### config.mk
export PLATFORM = sky130hd
export DESIGN_NAME = status_stack_reg
export DESIGN_NICKNAME = d
export VERILOG_FILES = /design/src/rtl/status_pkg.sv /design/src/rtl/status_lifo.sv /design/src/rtl/status_stack_reg.sv
export SDC_FILE = /design/constraint.sdc
export NUM_CORES = 1
export LEC_CHECK = 0
export CORE_ASPECT_RATIO = 0.75
export CORE_MARGIN = 3
export CORE_UTILIZATION = 35
export CTS_CLUSTER_DIAMETER = 40
export DETAILED_ROUTE_END_ITERATION = 12
export SYNTH_ARGS = -nofsm -noshare
export SYNTH_HDL_FRONTEND = slang
export SYNTH_HIERARCHICAL = 1
export SYNTH_SLANG_ARGS = --single-unit
### constraint.sdc
create_clock -name clk -period 4 [get_ports clk]
set_clock_uncertainty 0.15 [all_clocks]
set_input_delay 0.6 -clock clk [delete_from_list [all_inputs] [get_ports clk]]
set_output_delay 0.6 -clock clk [all_outputs]
set_load 0.01 [all_outputs]
### src/rtl/status_pkg.sv
// Shared constants and types for the EXE-stage status flag stack.
package status_pkg;

    localparam int STATUS_FLAG_W = 4;

    localparam int FLAG_N = 3;
    localparam int FLAG_Z = 2;
    localparam int FLAG_C = 1;
    localparam int FLAG_V = 0;

    typedef logic [STATUS_FLAG_W-1:0] flags_t;

endpackage

### src/rtl/status_lifo.sv
// Parametrised LIFO of saved flag words with push, pop and in-place swap of the top entry.
// The caller guarantees the operations are legal (no push when full, no pop/swap when empty).
module status_lifo #(
    parameter int FLAG_W      = 4,
    parameter int STACK_DEPTH = 4,
    parameter int DEPTH_W     = $clog2(STACK_DEPTH + 1)
) (
    input  logic               clk,
    input  logic               rst,
    input  logic               push,
    input  logic               pop,
    input  logic               swap,
    input  logic [FLAG_W-1:0]  wdata,
    output logic [FLAG_W-1:0]  top_data,
    output logic [DEPTH_W-1:0] depth,
    output logic               full,
    output logic               empty
);

    localparam int IDX_W = (STACK_DEPTH > 1) ? $clog2(STACK_DEPTH) : 1;

    logic [FLAG_W-1:0]  mem_r [STACK_DEPTH];
    logic [DEPTH_W-1:0] depth_r;
    logic [DEPTH_W-1:0] depth_nxt_s;
    logic               full_r;
    logic               empty_r;
    logic [IDX_W-1:0]   push_idx_s;
    logic [IDX_W-1:0]   top_idx_s;

    // Index and next-occupancy decode
    always_comb begin
        push_idx_s  = IDX_W'(depth_r);
        top_idx_s   = IDX_W'(depth_r - DEPTH_W'(1));
        depth_nxt_s = depth_r;
        if (push) begin
            depth_nxt_s = depth_r + DEPTH_W'(1);
        end else if (pop) begin
            depth_nxt_s = depth_r - DEPTH_W'(1);
        end else begin
            depth_nxt_s = depth_r;
        end
    end

    // Occupancy count with registered full/empty kept in step with it
    always_ff @(posedge clk) begin
        if (rst) begin
            depth_r <= {DEPTH_W{1'b0}};
            full_r  <= 1'b0;
            empty_r <= 1'b1;
        end else begin
            depth_r <= depth_nxt_s;
            full_r  <= (depth_nxt_s == DEPTH_W'(STACK_DEPTH));
            empty_r <= (depth_nxt_s == {DEPTH_W{1'b0}});
        end
    end

    // Storage is not reset; entries beyond depth are never read
    always_ff @(posedge clk) begin
        if (push) begin
            mem_r[push_idx_s] <= wdata;
        end else if (swap) begin
            mem_r[top_idx_s] <= wdata;
        end
    end

    // Top-of-stack read, forced to zero when nothing is stored
    always_comb begin
        if (empty_r) begin
            top_data = {FLAG_W{1'b0}};
        end else begin
            top_data = mem_r[top_idx_s];
        end
    end

    assign depth = depth_r;
    assign full  = full_r;
    assign empty = empty_r;

endmodule

### src/rtl/status_stack_reg.sv
// Live NZCV-style status register with masked writes, zero-latency forwarding and a save/restore stack.
// Define STATUS_STACK_TRACE_EN to enable a simulation-only trace of flag writes and stack events.
module status_stack_reg
    import status_pkg::*;
#(
    parameter int FLAG_W      = STATUS_FLAG_W,
    parameter int STACK_DEPTH = 4,
    parameter int DEPTH_W     = $clog2(STACK_DEPTH + 1)
) (
    input  logic               clk,
    input  logic               rst,
    input  logic [FLAG_W-1:0]  status_bits_in,
    input  logic               s,
    input  logic [FLAG_W-1:0]  wr_mask,
    input  logic               push,
    input  logic               pop,
    input  logic               err_clr,
    output logic [FLAG_W-1:0]  status_bits_out,
    output logic [FLAG_W-1:0]  flags_fwd,
    output logic [DEPTH_W-1:0] depth,
    output logic               full,
    output logic               empty,
    output logic               ovf_err,
    output logic               unf_err
);

    logic [FLAG_W-1:0] flags_r;
    logic [FLAG_W-1:0] flags_nxt_s;
    logic [FLAG_W-1:0] wval_s;
    logic [FLAG_W-1:0] top_s;
    logic              full_s;
    logic              empty_s;
    logic              push_acc_s;
    logic              pop_acc_s;
    logic              swap_s;
    logic              take_top_s;
    logic              ovf_ev_s;
    logic              unf_ev_s;
    logic              ovf_r;
    logic              unf_r;

    // Operation decode; push+pop on an empty stack degrades to a plain push
    always_comb begin
        wval_s     = (flags_r & ~wr_mask) | (status_bits_in & wr_mask);
        swap_s     = push && pop && !empty_s;
        pop_acc_s  = pop && !push && !empty_s;
        push_acc_s = push && (!pop || empty_s) && !full_s;
        ovf_ev_s   = push && !pop && full_s;
        unf_ev_s   = pop && !push && empty_s;
        take_top_s = pop_acc_s || swap_s;
        if (take_top_s) begin
            flags_nxt_s = top_s;
        end else if (s) begin
            flags_nxt_s = wval_s;
        end else begin
            flags_nxt_s = flags_r;
        end
    end

    // Live flags
    always_ff @(posedge clk) begin
        if (rst) begin
            flags_r <= {FLAG_W{1'b0}};
        end else begin
            flags_r <= flags_nxt_s;
        end
    end

    // Sticky error bits; a same-cycle event beats err_clr
    always_ff @(posedge clk) begin
        if (rst) begin
            ovf_r <= 1'b0;
            unf_r <= 1'b0;
        end else begin
            ovf_r <= ovf_ev_s ? 1'b1 : (err_clr ? 1'b0 : ovf_r);
            unf_r <= unf_ev_s ? 1'b1 : (err_clr ? 1'b0 : unf_r);
        end
    end

    status_lifo #(
        .FLAG_W      (FLAG_W),
        .STACK_DEPTH (STACK_DEPTH),
        .DEPTH_W     (DEPTH_W)
    ) u_lifo (
        .clk      (clk),
        .rst      (rst),
        .push     (push_acc_s),
        .pop      (pop_acc_s),
        .swap     (swap_s),
        .wdata    (flags_r),
        .top_data (top_s),
        .depth    (depth),
        .full     (full_s),
        .empty    (empty_s)
    );

`ifdef STATUS_STACK_TRACE_EN
    // Simulation trace of flag writes and stack events
    always @(posedge clk) begin
        if (!rst) begin
            if (s && !take_top_s && (wval_s != flags_r)) $display("%b", wval_s);
            if (push_acc_s) $display("PUSH d=%0d", depth + 1);
            if (pop_acc_s)  $display("POP d=%0d", depth - 1);
            if (ovf_ev_s)   $display("OVF");
            if (unf_ev_s)   $display("UNF");
        end
    end
`endif

    assign status_bits_out = flags_r;
    assign flags_fwd       = rst ? {FLAG_W{1'b0}} : flags_nxt_s;
    assign full            = full_s;
    assign empty           = empty_s;
    assign ovf_err         = ovf_r;
    assign unf_err         = unf_r;

endmodule

== Yosys cells after proc, flatten, opt, wreduce, memory -nomap -nowiden ==
Memories as Yosys holds them, arrays and structs flattened.
Cells that the tools add are included.

* Bits in registers: 11
* Bits in latches: 0
* Memory bits (writable): 16
* Bits in read-only memories: 0
* Bits of input ports: 14
* Output and inout bits: 15
* Logic and storage cells: 50
* Memories kept: 1

* Add/subtract/negate cells: 2
* $mul: 0
* Div/mod/pow operators: 0
* Order comparisons: 0
* Equality and inequality tests: 1
* Shifts and indexed selects: 0
* Multiplexer cells: 17
* Bitwise gates (word level): 4
* Reduce and logical (&&, ||, !) cells: 19

{| class="wikitable"
|+ Memories
! memory !! depth !! width !! read ports !! clocked after memory_dff !! write ports !! line !! source
|-
| u_lifo.mem_r || 4 || 4 || 1 || 0 || 1 || status_lifo.sv:22 || <nowiki>logic [FLAG_W-1:0] mem_r [STACK_DEPTH];</nowiki>
|}

{| class="wikitable"
|+ Operator list
! operator !! number
|-
| $mux 4 || 5
|-
| $logic_and 1x1->1 || 9
|-
| $mux 1 || 9
|-
| $and 4x4->4 || 2
|-
| $mux 3 || 2
|-
| $logic_not 1->1 || 4
|-
| $not 4->4 || 1
|-
| $or 4x4->4 || 1
|-
| $reduce_bool 2->1 || 2
|-
| $reduce_or 4->1 || 1
|-
| $add 3x1->3 const B || 1
|-
| $eq 3x3->1 const B || 1
|-
| $logic_not 3->1 || 1
|-
| $sub 3x1->3 const B || 1
|-
| $logic_or 1x1->1 || 2
|-
| $mux 2 || 1
|}

== Longest topological paths before layout ==
Gate-level depths: netlist of the first run.

* Depth in word-level cells: 8
* Gate-level depth with buffers: 8
* Mapped depth without buffers: 6

== By module ==
Netlist of the first run, hierarchy kept.

{| class="wikitable"
|+ By module, submodules not included
! module !! times used !! cells an instance !! area each (µm²) !! sequential area each (µm²)
|-
| status_lifo || 1 || 65 || 957.2 || 580.6
|-
| status_stack_reg || 1 || 34 || 327.8 || 120.1
|}

== Least setup slack after synthesis of the first run ==
OpenSTA, ideal clock, no wires.

* Path kind: reg-to-output
* From: reg u_lifo.depth_r[0], in the netlist u_lifo/depth[0]
* To: out flags_fwd[2]
* Data arrival time: 1.961 ns
* Data required time: 3.250 ns
* Path slack: 1.289 ns
* Cell stages (with the launch flop): 9
* Buffers on the path: 2
* Cells stage by stage: dfxtp_1 -> buf_6 -> inv_1 -> ha_1 -> buf_2 -> mux4_2 -> nor2b_4 -> nor3b_1 -> a311oi_1

* Cells in the longest elaborated chain, start to end: 5

{| class="wikitable"
|+ Ends and longest elaborated chain
! what !! line !! source
|-
| start: declaration || status_lifo.sv:23 || <nowiki>logic [DEPTH_W-1:0] depth_r;</nowiki>
|-
| start signal: assignment || status_lifo.sv:47 || <nowiki>depth_r <= {DEPTH_W{1'b0}};</nowiki>
|-
| start signal: assignment || status_lifo.sv:51 || <nowiki>depth_r <= depth_nxt_s;</nowiki>
|-
| $sub 3x1->3 || -- ||
|-
| $mem_v2 4x4 || -- ||
|-
| $mux 4 || status_lifo.sv:68 || <nowiki>if (empty_r) begin</nowiki>
|-
| net top_s[2] || status_stack_reg.sv:30 || <nowiki>logic [FLAG_W-1:0] top_s;</nowiki>
|-
| $mux 4 || status_stack_reg.sv:51 || <nowiki>if (take_top_s) begin</nowiki>
|-
| $mux 4 || -- ||
|-
| end: declaration || status_stack_reg.sv:19 || <nowiki>output logic [FLAG_W-1:0] flags_fwd,</nowiki>
|}

The timed path passes the listed nets, and every way through them passes these cells.

== Worst setup path in the final report of the first run ==
* From: reg u_lifo.depth_r[1], in the netlist u_lifo/depth[1]
* To: out flags_fwd[3]

Same word-level chain as after synthesis.

==> reports/summary.txt, run 1 <==
Status: completed
Post-CTS Hold Fix Bufs: 0
Antenna viol nets, final: 0
Simple-gate share of the synthesized area: 16.7%
Layout fillers: 301
GPL Wtd Cong: 0.745
Main combinational cell family by area after synthesis: simple AND/OR/NAND/NOR gates
Top-Level Pins: 29
Via count: 903
Crit-path max FO: 8
CP Data Required Time: 3.25 ns
Gate power share: 27.9%
Cell Rows: 18
Die Wd: 76.0 µm
Slew Limit Fails: 0
Syn avg cell area: 13.0 µm²
Kind of critical path: reg2out
Via density: 4.93
Iteration count of the initial detailed-routing pass: 4
Layout cells sized above 1: 13.5%
Reg2Reg Setup Slack: 1.72 ns
Footprint of the multi-input gates: 529 µm²
YS warnings: 6
P_sw: 0.000201 W
Static leakage: 0.586 nW
Net Count, Synth: 115
Startpoint Class: flip-flop
Final Critical Period: 3.42 ns
Iter 0 DRT Violations: 46
Die ar.: 0.00444 mm²
CTS tree: yes
Max Root-Sink Buffers: 2
Total CTS buffers: 3
Syn Inst Count: 99
Sequential element share of the synthesized area: 54.5%
Post-route clock period utilization: 85.5%
CP max stage delay: 0.61 ns
Max H-tree Level: 1
Min-Delay Path Class: reg2reg
Hold Crit Start: ovf_err$_SDFFE_PP0P_
Power per cell area: 420 mW/mm²
Remaining global-route overflow: 0
Hpwl dp: 2020 µm
Worst slew pin tran: 0.470 ns
Register bit total from synthesis: 27
Fin. Hold Viols: 0
FF-to-FF path depth: 6
Clock group share of total power: 22.7%
Nets: 150
Net Sw Frac: 28.3%
Sequential power share: 49.4%
Launch point of the worst reg-to-reg path: u_lifo/empty$_SDFF_PP1_
CP max-delay cell: clkdlybuf4s50_1
VDD IR-drop max: 0.252 mV
Register area: 701 µm²
Post-synth top area cell: edfxtp_1
Core area: 0.00340 mm²
Rel. slew slack: 68.6%
DR WL/cell: 14.2 µm
Clk sinks: 27
Clock-pin transition on the worst setup and hold timing paths: 0.09 ns
Area grow syn2layout: 31.5%
Post-CTS setup buffer count: 0
Ant diodes: 0
CP arrival: 2.67 ns
Post-cts resize count: 0
F_max: 292 MHz
Buffers on Ports: 28
Drt drc: 0
Cell Int Power: 0.000509 W
Setup TNS: 0 ns
Crit end category: output port
Worst r2r dst: u_lifo/full$_SDFF_PP0_
Synth area leaders: edfxtp_1, dfxtp_1, mux4_1
Worst hold stages: 2
RSZ-0062 raised after global routing: false
Final wirelength: 2610 µm
MaxCap Viol Count: 0
Clock Latency Late Sink: 0.28 ns
Commonest non-fill, non-tap cell in the layout: clkdlybuf4s50_1
Yosys cell types: 30
Synthesized area: 0.00128 mm²
Clk root buf: clkbuf_8
Worst Hold End: ovf_err$_SDFFE_PP0P_
Initial antenna violation count: 0
Crit-path cells: inv_1 > ha_1 > mux4_1 > nor2b_1 > nor3b_1 > a311oi_1 > clkdlybuf4s50_1
Largest net degree at the start of global routing: 18
Starting Density: 37.8%
Compound-cell area share of the yosys netlist: 14.2%
Yosys top cell area share: 37.4%
First-pass GRT wire length: 4260 µm
Multiplexer share of the synthesized area: 7.59%
GRT Total Usage: 12.6%
Die height: 58.5 µm
Xor/xnor share of the synthesized area: 0.682%
Finished Core Util: 49.7%
Highest-count cells in the layout ignoring fill and taps: clkdlybuf4s50_1, edfxtp_1, dfxtp_1, nand3_1
Final setup viols: 0
Adder-cell area share of the yosys netlist: 1.95%
Vias in the first global route: 908
logic make-up after synthesis:
kind of cell             Yosys count
AND/OR/NAND/NOR                   33
flip-flops                        27
AO/OA/AOI/OAI                     22
buffers and inverters             10
multiplexers                       4
adder cells (fa/ha/maj)            2
XOR/XNOR                           1
critical path: cells and delay by family, from the launching register on:
family	cells	cell delay, ns
AND/OR/NAND/NOR	2	0.20
AO/OA/AOI/OAI	1	0.37
adder cells (fa/ha/maj)	1	0.40
multiplexers	1	0.26
flip-flops	1	0.45
buffers and inverters	2	0.72
worst max-delay path by stage:
stage               cells after the start           end                        from  slack (ns)
finish                                  7  flags_fwd[3]  u_lifo/depth[1]$_SDFF_PP0_        0.58
global route                            7  flags_fwd[3]  u_lifo/depth[1]$_SDFF_PP0_        0.40
CTS                                     7  flags_fwd[3]  u_lifo/depth[1]$_SDFF_PP0_        0.52
detailed placement                      7  flags_fwd[3]  u_lifo/depth[1]$_SDFF_PP0_        0.86
global placement                        7  flags_fwd[3]  u_lifo/depth[1]$_SDFF_PP0_        0.91
floorplan                               8  flags_fwd[2]  u_lifo/depth[0]$_SDFF_PP0_        1.29
per-stage QoR:
stage	hold slack [ns]	setup WS, ns	instance area, µm²	power, W	cells
detailed placement	0.313	0.859	1640	0.000557	179
global route	0.364	0.405	1690	0.000751	183
CTS	0.329	0.522	1690	0.000722	183
finish	0.329	0.579	1690	0.000710	183
floorplan	0.333	1.29	1280	0.000474	99
global placement	0.306	0.909	1640	0.000553	179
cell usage after synthesis:
master    count
a211oi_1      3
a21bo_1       3
a21bo_2       1
a21o_1        1
a21oi_1       4
a311oi_1      4
a311oi_2      1
and3_1        1
and4b_2       1
buf_2         2
buf_6         2
dfxtp_1      11
edfxtp_1     16
ha_1          2
inv_1         6
mux4_1        2
mux4_2        2
nand2_1       1
nand2b_1      2
nand2b_2      1
nand3_1       9
nand3b_1      3
nor2_1        4
nor2b_1       3
nor2b_4       2
nor3b_1       5
nor4_1        1
o31ai_1       1
o41ai_1       4
xnor2_1       1
flip-flops by register name, indices dropped and copies added (netlist names):
name             count
u_lifo/mem_r        16
status_bits_out      4
u_lifo/depth         3
ovf_err              1
u_lifo/empty         1
u_lifo/full          1
unf_err              1
power groups by stage:
stage | registers, W | logic, W | clock network (W)
3_3_place_gp | 0.000356 | 0.000197 | 0
5_1_grt | 0.000354 | 0.000217 | 0.000180
6_report | 0.000350 | 0.000198 | 0.000161
3_5_place_dp | 0.000357 | 0.000200 | 0
4_1_cts | 0.000351 | 0.000201 | 0.000169
2_1_floorplan | 0.000360 | 0.000114 | 0
layer usage:
layer	track usage, %	part of all wire (%)	vias up
met5	0	0	-
met4	4.65	1.3	0
met3	3.82	5.0	4
met2	22.1	48	23
met1	14.9	45	418
li1	-	-	458
cell type report:
type / instances / area share, %
inverter: 6 / 1.33
timing repair buffer: 34 / 19.2
multi-input combinational: 62 / 31.3
tap: 50 / 3.70
clock inverter: 1 / 0.518
sequential: 27 / 41.5
clock buffer: 3 / 2.44
Note: power is estimated with default switching activity, not from simulation.
==> run 2: changes to the inputs <==
--- a/config.mk
+++ b/config.mk
@@ -10,6 +10,7 @@
 export CORE_UTILIZATION = 35
 export CTS_CLUSTER_DIAMETER = 40
 export DETAILED_ROUTE_END_ITERATION = 12
+export MAX_ROUTING_LAYER = met4
 export SYNTH_ARGS = -nofsm -noshare
 export SYNTH_HDL_FRONTEND = slang
 export SYNTH_HIERARCHICAL = 1
==> reports/summary.txt, run 2 (synthesis results as in run 1) <==
Crit-path max FO: 8 (unchanged)
F_max: 292 MHz (about the same)
Footprint of the multi-input gates: 529 µm² (unchanged)
Total CTS buffers: 3 (unchanged)
Worst hold stages: 2 (unchanged)
Clk root buf: clkbuf_8 (unchanged)
Die ar.: 0.00444 mm² (unchanged)
Final Instance Area: 0.00169 mm² (unchanged)
Pwr Total: 0.000711 W (was 0.000710 W)
Post-CTS setup buffer count: 0 (unchanged)
Register area: 701 µm² (unchanged)
Post-CTS Hold Fix Bufs: 0 (unchanged)
Met2 WL: 1260 µm (about the same)
Iter 0 DRT Violations: 46 (unchanged)
Ant diodes: 0 (unchanged)
Fin. Hold Viols: 0 (unchanged)
Worst r2r dst: u_lifo/full$_SDFF_PP0_ (unchanged)
GRT Total Usage: 13.0% (was 12.6%)
Worst Hold End: ovf_err$_SDFFE_PP0P_ (unchanged)
Nets: 150 (unchanged)
Starting Density: 37.8% (unchanged)
Power per cell area: 421 mW/mm² (was 420 mW/mm²)
Placed Area: 0.00164 mm² (unchanged)
Drt drc: 0 (unchanged)
CP Data Required Time: 3.25 ns (about the same)
Layout cells sized above 1: 13.5% (unchanged)
Status: completed (unchanged)
Setup TNS: 0 ns (unchanged)
GPL Wtd Cong: 0.754 (was 0.745)
Max reg flops: 16 (unchanged)
Clock-pin transition on the worst setup and hold timing paths: 0.09 ns (about the same)
Die Wd: 76.0 µm (unchanged)
Launch point of the worst reg-to-reg path: u_lifo/empty$_SDFF_PP1_ (unchanged)
MaxCap Viol Count: 0 (unchanged)
CP arrival: 2.67 ns (about the same)
Layout fillers: 301 (unchanged)
FF-to-FF path depth: 6 (unchanged)
DR WL/cell: 14.3 µm (was 14.2 µm)
Final Critical Period: 3.42 ns (about the same)
Met3 Routed Length: 137 µm (was 131 µm)
Post-route clock period utilization: 85.6% (was 85.5%)
Highest-count cells in the layout ignoring fill and taps: clkdlybuf4s50_1, edfxtp_1, dfxtp_1, nand3_1 (unchanged)
Initial antenna violation count: 0 (unchanged)
Top-Level Pins: 29 (unchanged)
Clk sinks: 27 (unchanged)
Max H-tree Level: 1 (unchanged)
Crit end category: output port (unchanged)
CTS tree: yes (unchanged)
Final wirelength: 2610 µm (about the same)
Via count: 905 (was 903)
Antenna viol nets, final: 0 (unchanged)
Hold Crit Start: ovf_err$_SDFFE_PP0P_ (unchanged)
Cell Rows: 18 (unchanged)
Met1 Routed Length: 1180 µm (about the same)
Core area: 0.00340 mm² (unchanged)
VDD IR-drop max: 0.253 mV (was 0.252 mV)
Worst slew pin tran: 0.469 ns (was 0.470 ns)
Die height: 58.5 µm (unchanged)
Largest Register: u_lifo/mem_r (unchanged)
Largest net degree at the start of global routing: 18 (unchanged)
Static leakage: 0.586 nW (unchanged)
Vias in the first global route: 907 (was 908)
DR top layer: met4 (unchanged)
RSZ-0062 raised after global routing: false (unchanged)
Clock Latency Late Sink: 0.28 ns (about the same)
Reg2Reg Setup Slack: 1.72 ns (about the same)
Remaining global-route overflow: 0 (unchanged)
Max Root-Sink Buffers: 2 (unchanged)
Hpwl dp: 2020 µm (unchanged)
Via density: 4.95 (was 4.93)
Final setup viols: 0 (unchanged)
Commonest non-fill, non-tap cell in the layout: clkdlybuf4s50_1 (unchanged)
Min-Delay Path Class: reg2reg (unchanged)
Post-cts resize count: 0 (unchanged)
First-pass GRT wire length: 4260 µm (unchanged)
Rel. slew slack: 68.7% (was 68.6%)
Buffers on Ports: 28 (unchanged)
Slew Limit Fails: 0 (unchanged)
Finished Core Util: 49.7% (unchanged)
Startpoint Class: flip-flop (unchanged)
Kind of critical path: reg2out (unchanged)
Area grow syn2layout: 31.5% (unchanged)
Iteration count of the initial detailed-routing pass: 4 (unchanged)
run 2: cell counts in the layout (fill, tap and decap cells not counted):
Identical to the previous run, type by type.
run 2: critical path, cell delays in order (launching register included):
cell and delay [ns]:
dfxtp_1 0.45, inv_1 0.11, ha_1 0.40, mux4_1 0.26, nor2b_1 0.13, nor3b_1 0.07
a311oi_1 0.37, clkdlybuf4s50_1 0.61
run 2: area by class of cell:
class / count / share of cell area [%]
tap: 50 / 3.70
sequential: 27 / 41.5
clock inverter: 1 / 0.518
inverter: 6 / 1.33
timing repair buffer: 34 / 19.2
clock buffer: 3 / 2.44
multi-input combinational: 62 / 31.3
run 2: where the power goes:
part           total, W  leakage, nW  switching [W]  internal (W)
clock network  0.000163       0.0261      0.0000897     0.0000732
logic          0.000198        0.319      0.0000899      0.000108
registers      0.000350        0.241      0.0000227      0.000328
run 2: worst max path at each step:
stage,from,end
4_1_cts,u_lifo/depth[1]$_SDFF_PP0_,flags_fwd[3]
5_1_grt,u_lifo/depth[1]$_SDFF_PP0_,flags_fwd[3]
2_1_floorplan,u_lifo/depth[0]$_SDFF_PP0_,flags_fwd[2]
3_3_place_gp,u_lifo/depth[1]$_SDFF_PP0_,flags_fwd[3]
6_report,u_lifo/depth[1]$_SDFF_PP0_,flags_fwd[3]
3_5_place_dp,u_lifo/depth[1]$_SDFF_PP0_,flags_fwd[3]
run 2: stage by stage:
| step | setup slack (ns) | hold WS [ns] | cells |
|---|---|---|---|
| 4_1_cts | 0.522 | 0.329 | 183 |
| 2_1_floorplan | 1.29 | 0.333 | 99 |
| 5_1_grt | 0.404 | 0.364 | 183 |
| 6_report | 0.576 | 0.329 | 183 |
| 3_3_place_gp | 0.909 | 0.306 | 179 |
| 3_5_place_dp | 0.859 | 0.313 | 179 |
run 2: per-layer routing:
layer	track usage [%]	vias to the layer above
met3	3.82	4
met2	22.1	23
met5	-	-
li1	-	458
met4	4.65	0
met1	14.9	420
